### config.mk
export PLATFORM = sky130hd
export DESIGN_NAME = synfifo_rd_stream_flat
export DESIGN_NICKNAME = d
export VERILOG_FILES = /design/src/rtl/synfifo_pkg.sv /design/src/rtl/synfifo_rd_stream_if.sv /design/src/rtl/synfifo_rd_buf.sv /design/src/rtl/synfifo_rd_stream.sv /design/src/flat_wrapper.sv
export SDC_FILE = /design/constraint.sdc
export NUM_CORES = 1
export LEC_CHECK = 0
export CORE_ASPECT_RATIO = 0.8
export CORE_MARGIN = 2
export CORE_UTILIZATION = 50
export CTS_CLUSTER_SIZE = 30
export DETAILED_ROUTE_END_ITERATION = 16
export PLACE_DENSITY = 0.91
export SYNTH_ARGS = -nofsm -noshare
export SYNTH_HDL_FRONTEND = slang
export SYNTH_SLANG_ARGS = --single-unit
### constraint.sdc
create_clock -name clk -period 4 [get_ports clk]
set_input_delay 1 -clock clk [delete_from_list [all_inputs] [get_ports clk]]
set_output_delay 1 -clock clk [all_outputs]
set_load 0.03 [all_outputs]
### src/rtl/synfifo_pkg.sv
// Shared definitions for synfifo and its read-side streaming companion.
// Holds the data width default, the reader state encoding and its next-state rule.
package synfifo_pkg;

    localparam int DATA_WIDTH_DEF = 32;

    typedef enum logic [1:0] {
        IDLE  = 2'd0,
        RUN   = 2'd1,
        DRAIN = 2'd2
    } state_e;

    // Flush wins over en; DRAIN lingers until the last issued read has landed.
    function automatic state_e fsm_next(input state_e cur, input logic en,
                                        input logic flush, input logic inflight);
        state_e nxt;
        nxt = cur;
        if (flush) begin
            nxt = IDLE;
        end else begin
            case (cur)
                IDLE:    if (en) nxt = RUN;   else nxt = IDLE;
                RUN:     if (en) nxt = RUN;   else nxt = DRAIN;
                DRAIN:   if (en) nxt = RUN;   else if (!inflight) nxt = IDLE; else nxt = DRAIN;
                default: nxt = IDLE;
            endcase
        end
        return nxt;
    endfunction

endpackage

### src/rtl/synfifo_rd_stream_if.sv
// Bundles the synfifo read port and the downstream valid/ready stream.
// master = the reader block, slave = synfifo plus downstream consumer.
interface synfifo_rd_stream_if
    import synfifo_pkg::*;
#(
    parameter int DATA_WIDTH = DATA_WIDTH_DEF
);
    logic                  fifo_empty;
    logic                  fifo_rd;
    logic [DATA_WIDTH-1:0] fifo_rd_data;
    logic                  fifo_rd_vld;
    logic                  m_valid;
    logic [DATA_WIDTH-1:0] m_data;
    logic                  m_ready;

    modport master (
        input  fifo_empty, fifo_rd_data, fifo_rd_vld, m_ready,
        output fifo_rd, m_valid, m_data
    );

    modport slave (
        output fifo_empty, fifo_rd_data, fifo_rd_vld, m_ready,
        input  fifo_rd, m_valid, m_data
    );
endinterface

### src/rtl/synfifo_rd_buf.sv
// Small circular register buffer holding words drained from synfifo.
// clr empties it on the next edge and takes priority over push/pop.
module synfifo_rd_buf
    import synfifo_pkg::*;
#(
    parameter int DATA_WIDTH = DATA_WIDTH_DEF,
    parameter int BUF_DEPTH  = 2,
    parameter int BUF_AW     = 1
) (
    input  logic                  clk,
    input  logic                  rst,
    input  logic                  clr,
    input  logic                  push,
    input  logic [DATA_WIDTH-1:0] push_data,
    input  logic                  pop,
    output logic [BUF_AW:0]       count,
    output logic [DATA_WIDTH-1:0] head
);

    logic [DATA_WIDTH-1:0] mem_q [BUF_DEPTH];
    logic [DATA_WIDTH-1:0] mem_d [BUF_DEPTH];
    logic [BUF_AW-1:0]     wr_ptr_q, wr_ptr_d;
    logic [BUF_AW-1:0]     rd_ptr_q, rd_ptr_d;
    logic [BUF_AW:0]       count_q, count_d;

    // Next-state for storage, pointers and occupancy.
    always_comb begin
        mem_d    = mem_q;
        wr_ptr_d = wr_ptr_q;
        rd_ptr_d = rd_ptr_q;
        count_d  = count_q;
        if (clr) begin
            wr_ptr_d = '0;
            rd_ptr_d = '0;
            count_d  = '0;
        end else begin
            if (push) begin
                mem_d[wr_ptr_q] = push_data;
                wr_ptr_d        = wr_ptr_q + 1'b1;
            end else begin
                wr_ptr_d = wr_ptr_q;
            end
            if (pop) begin
                rd_ptr_d = rd_ptr_q + 1'b1;
            end else begin
                rd_ptr_d = rd_ptr_q;
            end
            case ({push, pop})
                2'b10:   count_d = count_q + 1'b1;
                2'b01:   count_d = count_q - 1'b1;
                default: count_d = count_q;
            endcase
        end
    end

    // Buffer registers.
    always_ff @(posedge clk or posedge rst) begin
        if (rst) begin
            mem_q    <= '{default: '0};
            wr_ptr_q <= '0;
            rd_ptr_q <= '0;
            count_q  <= '0;
        end else begin
            mem_q    <= mem_d;
            wr_ptr_q <= wr_ptr_d;
            rd_ptr_q <= rd_ptr_d;
            count_q  <= count_d;
        end
    end

    assign count = count_q;
    assign head  = mem_q[rd_ptr_q];

endmodule

### src/rtl/synfifo_rd_stream.sv
// Drains synfifo (1-cycle read latency) into a local buffer and re-presents it as a
// valid/ready stream, with enable/drain, flush, error flag and transfer counter.
module synfifo_rd_stream
    import synfifo_pkg::*;
#(
    parameter int DATA_WIDTH = DATA_WIDTH_DEF,
    parameter int BUF_DEPTH  = 2,
    parameter int BUF_AW     = 1
) (
    input  logic                clk,
    input  logic                rst,
    input  logic                en,
    input  logic                flush,
    synfifo_rd_stream_if.master bus,
    output logic                busy,
    output logic                err_unexp,
    output logic [31:0]         xfer_cnt
);

    localparam logic [BUF_AW+1:0] DEPTH_L = (BUF_AW+2)'(BUF_DEPTH);

    state_e              state_q, state_d;
    logic                inflight_q, inflight_d;
    logic                discard_q, discard_d;
    logic                err_q, err_d;
    logic [31:0]         xfer_q, xfer_d;
    logic [BUF_AW:0]     count_s;
    logic [DATA_WIDTH-1:0] head_s;
    logic [BUF_AW+1:0]   occupancy_s;
    logic                fifo_rd_s, m_valid_s, accept_s, push_s;

    // Issue, capture and bookkeeping; occupancy counts the read in flight so the buffer cannot overflow.
    always_comb begin
        occupancy_s = {1'b0, count_s} + {{(BUF_AW+1){1'b0}}, inflight_q};
        fifo_rd_s   = (state_q == RUN) & ~bus.fifo_empty & ~flush & (occupancy_s < DEPTH_L);
        m_valid_s   = (count_s != '0);
        accept_s    = m_valid_s & bus.m_ready;
        push_s      = bus.fifo_rd_vld & inflight_q & ~discard_q & ~flush;
        state_d     = fsm_next(state_q, en, flush, inflight_q);
        case ({fifo_rd_s, bus.fifo_rd_vld})
            2'b10:   inflight_d = 1'b1;
            2'b01:   inflight_d = 1'b0;
            default: inflight_d = inflight_q;
        endcase
        if (flush) begin
            discard_d = inflight_q & ~bus.fifo_rd_vld;
        end else if (bus.fifo_rd_vld) begin
            discard_d = 1'b0;
        end else begin
            discard_d = discard_q;
        end
        err_d = err_q | (bus.fifo_rd_vld & ~inflight_q);
        if (accept_s) begin
            xfer_d = xfer_q + 32'd1;
        end else begin
            xfer_d = xfer_q;
        end
    end

    // Control state registers.
    always_ff @(posedge clk or posedge rst) begin
        if (rst) begin
            state_q    <= IDLE;
            inflight_q <= 1'b0;
            discard_q  <= 1'b0;
            err_q      <= 1'b0;
            xfer_q     <= 32'd0;
        end else begin
            state_q    <= state_d;
            inflight_q <= inflight_d;
            discard_q  <= discard_d;
            err_q      <= err_d;
            xfer_q     <= xfer_d;
        end
    end

    synfifo_rd_buf #(
        .DATA_WIDTH (DATA_WIDTH),
        .BUF_DEPTH  (BUF_DEPTH),
        .BUF_AW     (BUF_AW)
    ) u_buf (
        .clk       (clk),
        .rst       (rst),
        .clr       (flush),
        .push      (push_s),
        .push_data (bus.fifo_rd_data),
        .pop       (accept_s),
        .count     (count_s),
        .head      (head_s)
    );

    assign bus.fifo_rd = fifo_rd_s;
    assign bus.m_valid = m_valid_s;
    assign bus.m_data  = head_s;
    assign busy        = (state_q != IDLE) | (count_s != '0) | inflight_q;
    assign err_unexp   = err_q;
    assign xfer_cnt    = xfer_q;

endmodule

### src/flat_wrapper.sv
// flat-port wrapper written by rule: the top's interface ports become plain ports
module synfifo_rd_stream_flat import synfifo_pkg::*;
#(
    parameter int DATA_WIDTH = DATA_WIDTH_DEF,
    parameter int BUF_DEPTH  = 2,
    parameter int BUF_AW     = 1
)
  (clk, rst, en, flush, busy, err_unexp, xfer_cnt, bus_fifo_empty, bus_fifo_rd_data, bus_fifo_rd_vld, bus_m_ready, bus_fifo_rd, bus_m_valid, bus_m_data);
  synfifo_rd_stream_if #(.DATA_WIDTH(DATA_WIDTH)) bus_i ();
  input  logic clk;
  input  logic rst;
  input  logic en;
  input  logic flush;
  output logic busy;
  output logic err_unexp;
  output logic [31:0] xfer_cnt;
  input wire logic [$bits(bus_i.fifo_empty)-1:0] bus_fifo_empty;
  input wire logic [$bits(bus_i.fifo_rd_data)-1:0] bus_fifo_rd_data;
  input wire logic [$bits(bus_i.fifo_rd_vld)-1:0] bus_fifo_rd_vld;
  input wire logic [$bits(bus_i.m_ready)-1:0] bus_m_ready;
  output wire logic [$bits(bus_i.fifo_rd)-1:0] bus_fifo_rd;
  output wire logic [$bits(bus_i.m_valid)-1:0] bus_m_valid;
  output wire logic [$bits(bus_i.m_data)-1:0] bus_m_data;
  assign bus_i.fifo_empty = bus_fifo_empty;
  assign bus_i.fifo_rd_data = bus_fifo_rd_data;
  assign bus_i.fifo_rd_vld = bus_fifo_rd_vld;
  assign bus_i.m_ready = bus_m_ready;
  assign bus_fifo_rd = bus_i.fifo_rd;
  assign bus_m_valid = bus_i.m_valid;
  assign bus_m_data = bus_i.m_data;
  synfifo_rd_stream #(.DATA_WIDTH(DATA_WIDTH), .BUF_DEPTH(BUF_DEPTH), .BUF_AW(BUF_AW)) u_core (.clk(clk), .rst(rst), .en(en), .flush(flush), .bus(bus_i), .busy(busy), .err_unexp(err_unexp), .xfer_cnt(xfer_cnt));
endmodule
---- Word-level counts from Yosys, hierarchy flattened ----
Cells that the tools add are included.
cells by class
  $lt $le $gt $ge ......................... 4
  $add $sub $neg .......................... 6
  reduce and logical (&&, ||, !) cells .... 10
  equal/unequal tests ..................... 6
  muxes and demuxes ....................... 21
  bitwise gates (word level) .............. 19
operators by type and width
  operator                                                     count
  2-to-1 mux 32 bit                                            4
  bitwise mux 64 bit                                           1
  adder 32 x 1 -> 32 bit (second input constant)               1
  demux 32 bit (select 1 bit)                                  1
  nonzero test 2 bit                                           6
  2-to-1 mux 2 bit                                             5
  bitwise AND 1 bit                                            9
  2-to-1 mux 1 bit                                             7
  == test 2 x 1 -> 1 bit (second input constant)               3
  == test 2 bit (second input constant)                        3
  one-hot mux 2 bit (3 select lines)                           1
  NOT 1 bit                                                    5
  greater-or-equal comparator 2 bit (second input constant)    2
  NOT 1 -> 2 bit                                               2
  one-hot mux 2 bit (2 select lines)                           1
  adder 2 x 1 -> 3 bit                                         1
  less-than comparator 3 x 2 -> 1 bit (second input constant)  1
  OR 1 bit                                                     3
  nonzero test 3 bit                                           1
  adder 1 bit (second input constant)                          2
  adder 2 x 1 -> 2 bit (second input constant)                 1
  logical NOT 2 bit                                            1
  less-than comparator 2 x 1 -> 1 bit (second input constant)  1
  one-hot mux 1 bit (2 select lines)                           1
  other kinds (3)                                              3
word-level totals
  logic and storage cells ................. 76
  output and inout bits ................... 68
  input bits .............................. 39
  bits in registers ....................... 105

---- Depth between registers and ports, before layout ----
Gate-level depths: netlist of run 1.
  depth in word-level cells ............... 6
  mapped depth ............................ 5
  depth with buffers taken out ............ 5

---- Hierarchy ----
A second synthesis of run 1 with hierarchy kept.
second synthesis, totals
  cell total of the unflattened synthesis .. 352
  area total of the unflattened synthesis .. 4799.6 µm²
by module, submodules not included
  module             area each (µm²)  seq. area each (µm²)  times used  cells each
  synfifo_rd_buf     2977.9           1701.6                1           191
  synfifo_rd_stream  1821.7           925.9                 1           161

---- Least setup slack after synthesis of run 1 ----
OpenSTA, ideal clock, no wires.
  path kind ............................... input port to output port
  from .................................... input port flush
  to ...................................... output port bus_fifo_rd
  arrival time ............................ 1.639 ns
  setup slack ............................. 1.361 ns
  stages .................................. 4
  buffers on the path ..................... 1
  data required time ...................... 3.000 ns
  path through ............................ buf_2 nor3_1 nand3_1 inv_1
on the way
  longest elaborated chain between the ends .. 3
ends and longest elaborated chain
  element                          RTL line                 text
  start: declaration               flat_wrapper.sv:13       input logic flush;
  NOT 1 bit (no line)              --
  bitwise AND 1 bit (2 in series)  synfifo_rd_stream.sv:35  fifo_rd_s = (state_q == RUN) & ~bus.fifo_empty & ~flush & (occupancy_s < DEPTH_L);
  end: declaration                 flat_wrapper.sv:21       output wire logic [$bits(bus_i.fifo_rd)-1:0] bus_fifo_rd;
Every way passes these cells.

---- Worst setup path after layout of run 1 ----
Same ends and word-level chain as after synthesis.

==> results of run 1 <==
flip-flops by register name (all words and copies together) (netlist names):
register / flops
u_core.u_buf.wr_ptr_q: 1
u_core.u_buf.rd_ptr_q: 1
u_core.xfer_cnt: 32
u_core.u_buf.mem_q: 64
u_core.inflight_q: 1
u_core.err_unexp: 1
u_core.state_q: 2
u_core.discard_q: 1
u_core.u_buf.count: 2
stage by stage:
step	area [um^2]	cells	power (mW)	setup WS, ns	utilization
6_report	6140	573	3.45	0.554	0.680
3_5_place_dp	5850	557	2.63	0.554	0.647
2_1_floorplan	4630	341	2.19	0.239	-
3_3_place_gp	5850	557	2.57	0.565	0.647
5_1_grt	6140	573	3.62	0.431	0.680
4_1_cts	6140	573	3.49	0.543	0.680
synthesized netlist by cell type, types with 2 or more instances:
master / count / share of area
nor2b_1: 2 / 0.0027
nand4_1: 9 / 0.012
nand3_1: 17 / 0.018
ha_1: 2 / 0.0054
nor4_2: 2 / 0.0054
nand2_1: 11 / 0.0089
dfrtp_1: 105 / 0.57
a21oi_1: 2 / 0.0022
xnor2_1: 25 / 0.047
mux2i_1: 2 / 0.0043
xor2_1: 9 / 0.017
nor3_2: 2 / 0.0043
buf_2: 7 / 0.0076
and3_1: 3 / 0.0041
mux2_2: 92 / 0.22
nor3_1: 5 / 0.0054
and4_1: 2 / 0.0038
clkbuf_1: 4 / 0.0032
nor2_1: 11 / 0.0089
mux2_1: 4 / 0.0097
inv_1: 8 / 0.0065
area by class of cell:
class                      count  area, um^2  area share
timing repair buffer         113        1130       0.183
clock inverter                 3        23.8     0.00387
inverter                       8        32.5     0.00530
multi-input combinational    216        1920       0.312
sequential                   105        2630       0.428
clock buffer                  13         270      0.0440
tap                          115         144      0.0234
worst max path at each step:
stage,endpoint
final,bus_fifo_rd
after global routing,bus_fifo_rd
after CTS,bus_fifo_rd
after detailed placement,bus_fifo_rd
after global placement,bus_fifo_rd
after floorplan,u_core.discard_q
cell families (layout without fill, tap and decap cells):
family | Yosys count | count (layout) | synth area share
xor+xnor | 34 | 34 | 0.0644
simple gates | 74 | 74 | 0.0936
flops | 105 | 105 | 0.568
buf+inv | 20 | 137 | 0.0189
compound gates | 8 | 8 | 0.0119
mux | 98 | 98 | 0.238
fa+ha+maj | 2 | 2 | 0.00541
power breakdown:
group	leakage, nW	switching (mW)	internal [mW]
Sequential	1.35	0.152	1.33
Clock	0.138	0.368	0.475
Combinational	1.17	0.539	0.583
metal layers:
layer,vias to the layer above,part of all wire,GRT usage
met5,-,0,0
met4,0,0.013,0.0514
met3,12,0.039,0.0418
met2,80,0.51,0.339
met1,1521,0.44,0.261
li1,1419,-,-
critical path, delay by kind of cell:
kind                   cells  cell delay [ns]
buffers and inverters      3             1.16
and+or+nand+nor            2             0.29
==> run_results.csv, run 1 <==
group,metric,value,unit
cells_and_area,layout-drive-gt1-share,0.273,
timing,fin_crit_sh,0.861,
cells_and_area,final_common_cell,"clkdlybuf4s50_1",
placed_design,place_congestion,0.761,
critical_path,crit_top_cell,"clkdlybuf4s50_1",
logic_synthesis,synth-edff-count,0,
drt,wl_per_cell,16.8,um
power,p_leak,2.65,nW
timing,max_freq,0.290,GHz
logic_synthesis,synth_cells,341,
logic_synthesis,yosys_warnings,0,
logic_synthesis,synth_flop_cell,"dfrtp_1",
clocking,clk_latency,0.33,ns
clocking,post_cts_buffers,0,
grt,antenna_found_initial,0,
floorplan,io_pins,107,
critical_path,worstPathRequired,3.00,ns
timing,final_hold_viol_count,0,
cells_and_area,final_cell_mix,"clkdlybuf4s50_1, dfrtp_1, mux2_2",
grt,grt_start_max_net_pins,70,
timing,finalMaxSlewViolations,0,
outcome,run_status,"completed",
worst_hold_path,holdCritStartpoint,"u_core.err_unexp",
floorplan,die_w,112,um
critical_path,r2r_end,"u_core.u_buf.mem_q[23]",
floorplan,initial_core_util,0.512,
drt,via_per_inst,5.29,
critical_path,reg2reg_depth,3,
logic_synthesis,syn_area_per_cell,13.6,um^2
timing,relSlewSlack,0.427,
clocking,numCtsBuffers,9,
logic_synthesis,synthArstFlopShare,1.00,
critical_path,crit_type,"primary input to output pin",
clocking,cts_root_buffer,"clkbuf_16",
critical_path,crit_chain,"clkdlybuf4s50_1 > nor3_1 > nand3_1 > inv_1 > clkdlybuf4s50_1",
timing,fin_crit,3.45,ns
placed_design,post-dp-hpwl,6.80,mm
grt,grt_pass1_vias,3322,
floorplan,dieArea,10000,um^2
timing,rsz0062_at_grt,"no",
logic_synthesis,ys_types,38,
placed_design,portBuffers,106,
critical_path,endpoint_kind,"output pin",
grt,grt-ovfl-total,0,
power,vdd_ir_drop_max,0.000346,V
critical_path,path_max_fanout,2,
timing,hold_slack,0.472,ns
grt,grt_usage,0.199,
cells_and_area,fillers,659,
timing,setup_viol,0,
drt,drtPass1Iterations,4,
floorplan,rows,31,
drt,drt_wl_total,9.63,mm
critical_path,critPathLaunchType,"primary input",
timing,tns,0,ns
job,drv_cap,0,
cells_and_area,antennaDiodeCount,0,
clocking,htree_levels,3,
logic_synthesis,yosysSeqAreaShare,0.568,
critical_path,r2r_slack,2.09,ns
critical_path,critPathSlowestCell,"clkdlybuf4s50_1",
timing,worst_slew_pin_slew,0.860,ns
clocking,cts.sinks,105,
clocking,cts_tree,"built",
critical_path,max_stage_delay,0.66,ns
worst_hold_path,hold_path_class,"register to register",
floorplan,core,9040,um^2
grt,grt_pass1_wl,16.2,mm
critical_path,startpoint,"flush",
drt,via_count,3032,
power,power_density,562,nW/um^2
drt,drt-initial-drc-count,86,
drt,antenna_left,0,
worst_hold_path,min_path_cells,1,
clocking,hold_buffers,0,
cells_and_area,nNetsFinal,494,
clocking,clockBufferDepth,2,
floorplan,die_h,90.0,um
logic_synthesis,ys_ff_latch,105,
logic_synthesis,postSynthNetCount,382,
critical_path,cp.arrival,2.45,ns
worst_hold_path,min_to,"u_core.err_unexp",
cells_and_area,area_growth,32.7,%
critical_path,r2r-start,"u_core.inflight_q",
clocking,cts_resized,0,
drt,drc,0,
clocking,clk_pin_slew,0.07,ns
timing,finalClockSkew,0.00669,ns
logic_synthesis,syn-cell-area,4630,um^2
(Power assumes the default switching activity.)
==> run 2: changes to the inputs <==
- CAP_MARGIN: default -> 20
==> results of run 2 <==
Same layout as run 1: the final DEF is identical, and so are final timing and power.
==> RTL change, RTL diff (config.mk and constraints of run 2) <==
The 3 states of `state_e` get a one-hot encoding in 3 bits.
--- a/src/rtl/synfifo_pkg.sv
+++ b/src/rtl/synfifo_pkg.sv
@@ -5,8 +5,8 @@
     localparam int DATA_WIDTH_DEF = 32;
 
-    typedef enum logic [1:0] {
-        IDLE  = 2'd0,
-        RUN   = 2'd1,
-        DRAIN = 2'd2
+    typedef enum logic [2:0] {
+        IDLE  = 3'b001,
+        RUN   = 3'b010,
+        DRAIN = 3'b100
     } state_e;
 
Check against the original RTL: no difference found for any inputs over 4 cycles, from zero or initial values and one cycle with rst high; so few cycles prove little.
==> RTL change against run 2 <==
Area after synthesis rose by 2.7%. Global-route usage is 0.61 points higher. Combinational power decreased by 7%. Count of clock-buffer cells in the layout down 4. Routed wire length increased by 4.7%. Power shrank 0.29%. Sequential cell count up 1. Final area is 2.4% higher. Critical path depth unchanged. Worst setup slack improved by 0.063 ns. Critical endpoint unchanged. The flow now finishes with violations (design-rule violations).
==> RTL change: results (changes against run 2) <==
[status]
status = finished with violations
violations = design-rule violations

[drt]
drt_drc_violations_left = 8  ; +8
wl_met3_microns = 473  ; +25%
wire_per_inst_microns = 17.2  ; +2.4%
wl_met2_mm = 4.95  ; +0.20%
viasPerCell = 5.43  ; +2.6%
dr.pass1.iters = 10  ; +6

[power]
ir_worst_vdd_uv = 341  ; -1.5%
power.leakage_nw = 2.68  ; +1.1%

[final_layout]
multi_input_area_sq_um = 2030  ; +5.8%
fillCellCount = 673  ; +2.1%
nNetsFinal = 507  ; +2.6%
instances_no_fill = 586  ; +2.3%

[placed_design]
hpwl_mm = 7.03  ; +3.4%
place_inst = 570  ; +2.3%
placed_cell_area_sq_um = 5970  ; +2.0%
gp_congestion = 0.821  ; +7.9%

[logic_synthesis]
synth_area_leaders = dfrtp_1 55%, mux2_2 22%, xnor2_1 5.2%
netlist_instances = 353  ; +3.5%
ys_types = 36  ; -5.3%
ys_seq_area_share_pct = 55.9  ; -0.91 points
syn_nets = 394  ; +3.1%

[sta]
relSlewSlack_pct = 44.7  ; +2.1 points
whs_ns = 0.474  ; +0.00206 ns

[global_routing]
grt_pass1_wl_mm = 16.8  ; +3.8%
grt_max_degree = 69  ; -1.4%
grt_usage_pct = 20.5  ; +0.61 points
grt_pass1_vias = 3403  ; +2.4%

[hold_path]
min_to = u_core.xfer_cnt[31]$_DFFE_PP0P_

[setup_path]
r2r-end = u_core.u_buf.mem_q[21]$_DFFE_PP0P_
reg2reg_setup_slack_ns = 2.24  ; +0.15 ns

==> RTL change: cell types whose count changed in the layout (fill, tap and decap cells not counted), moves of 3 or more <==
| cell | run 2 | this run |
|---|---|---|
| xnor2_1 | 25 | 28 |
| o21ai_0 | 1 | 4 |
| nand4_1 | 9 | 13 |
| clkbuf_8 | 3 | 0 |
==> RTL change: cell type report <==
type,count,share of cell area [%]
repair buffers,113,17.7
well taps,115,2.29
flip-flops and latches,106,42.2
inverters,6,0.398
clock inverters,7,1.61
clock buffers,9,3.58
multi-input cells,230,32.3
==> RTL change: logic make-up (layout without fill, tap and decap cells) <==
group / after synthesis / in the layout / share of synthesized area [%]
flip-flops: 106 / 106 / 55.9
multiplexers: 98 / 98 / 23.2
AND/OR/NAND/NOR: 83 / 83 / 10.7
XOR/XNOR: 35 / 35 / 6.45
buffers and inverters: 17 / 135 / 1.53
AO/OA/AOI/OAI: 12 / 12 / 1.71
adder cells (fa/ha/maj): 2 / 2 / 0.527
==> RTL change: critical path, delay by kind of cell <==
kind | cells | cell delay [ns]
buffers and inverters | 3 | 1.17
and+or+nand+nor | 2 | 0.21
==> RTL change: where the power goes <==
part | total [mW] | internal (mW) | switching [mW]
logic | 1.04 | 0.540 | 0.502
registers | 1.46 | 1.32 | 0.136
clock network | 0.942 | 0.555 | 0.387
total | 3.44 | 2.42 | 1.03
==> RTL change: metal layers <==
layer,GRT usage [%],up-vias
met5,0,-
met4,4.98,0
met3,4.41,7
met2,33.7,96
met1,28.0,1599
li1,-,1479
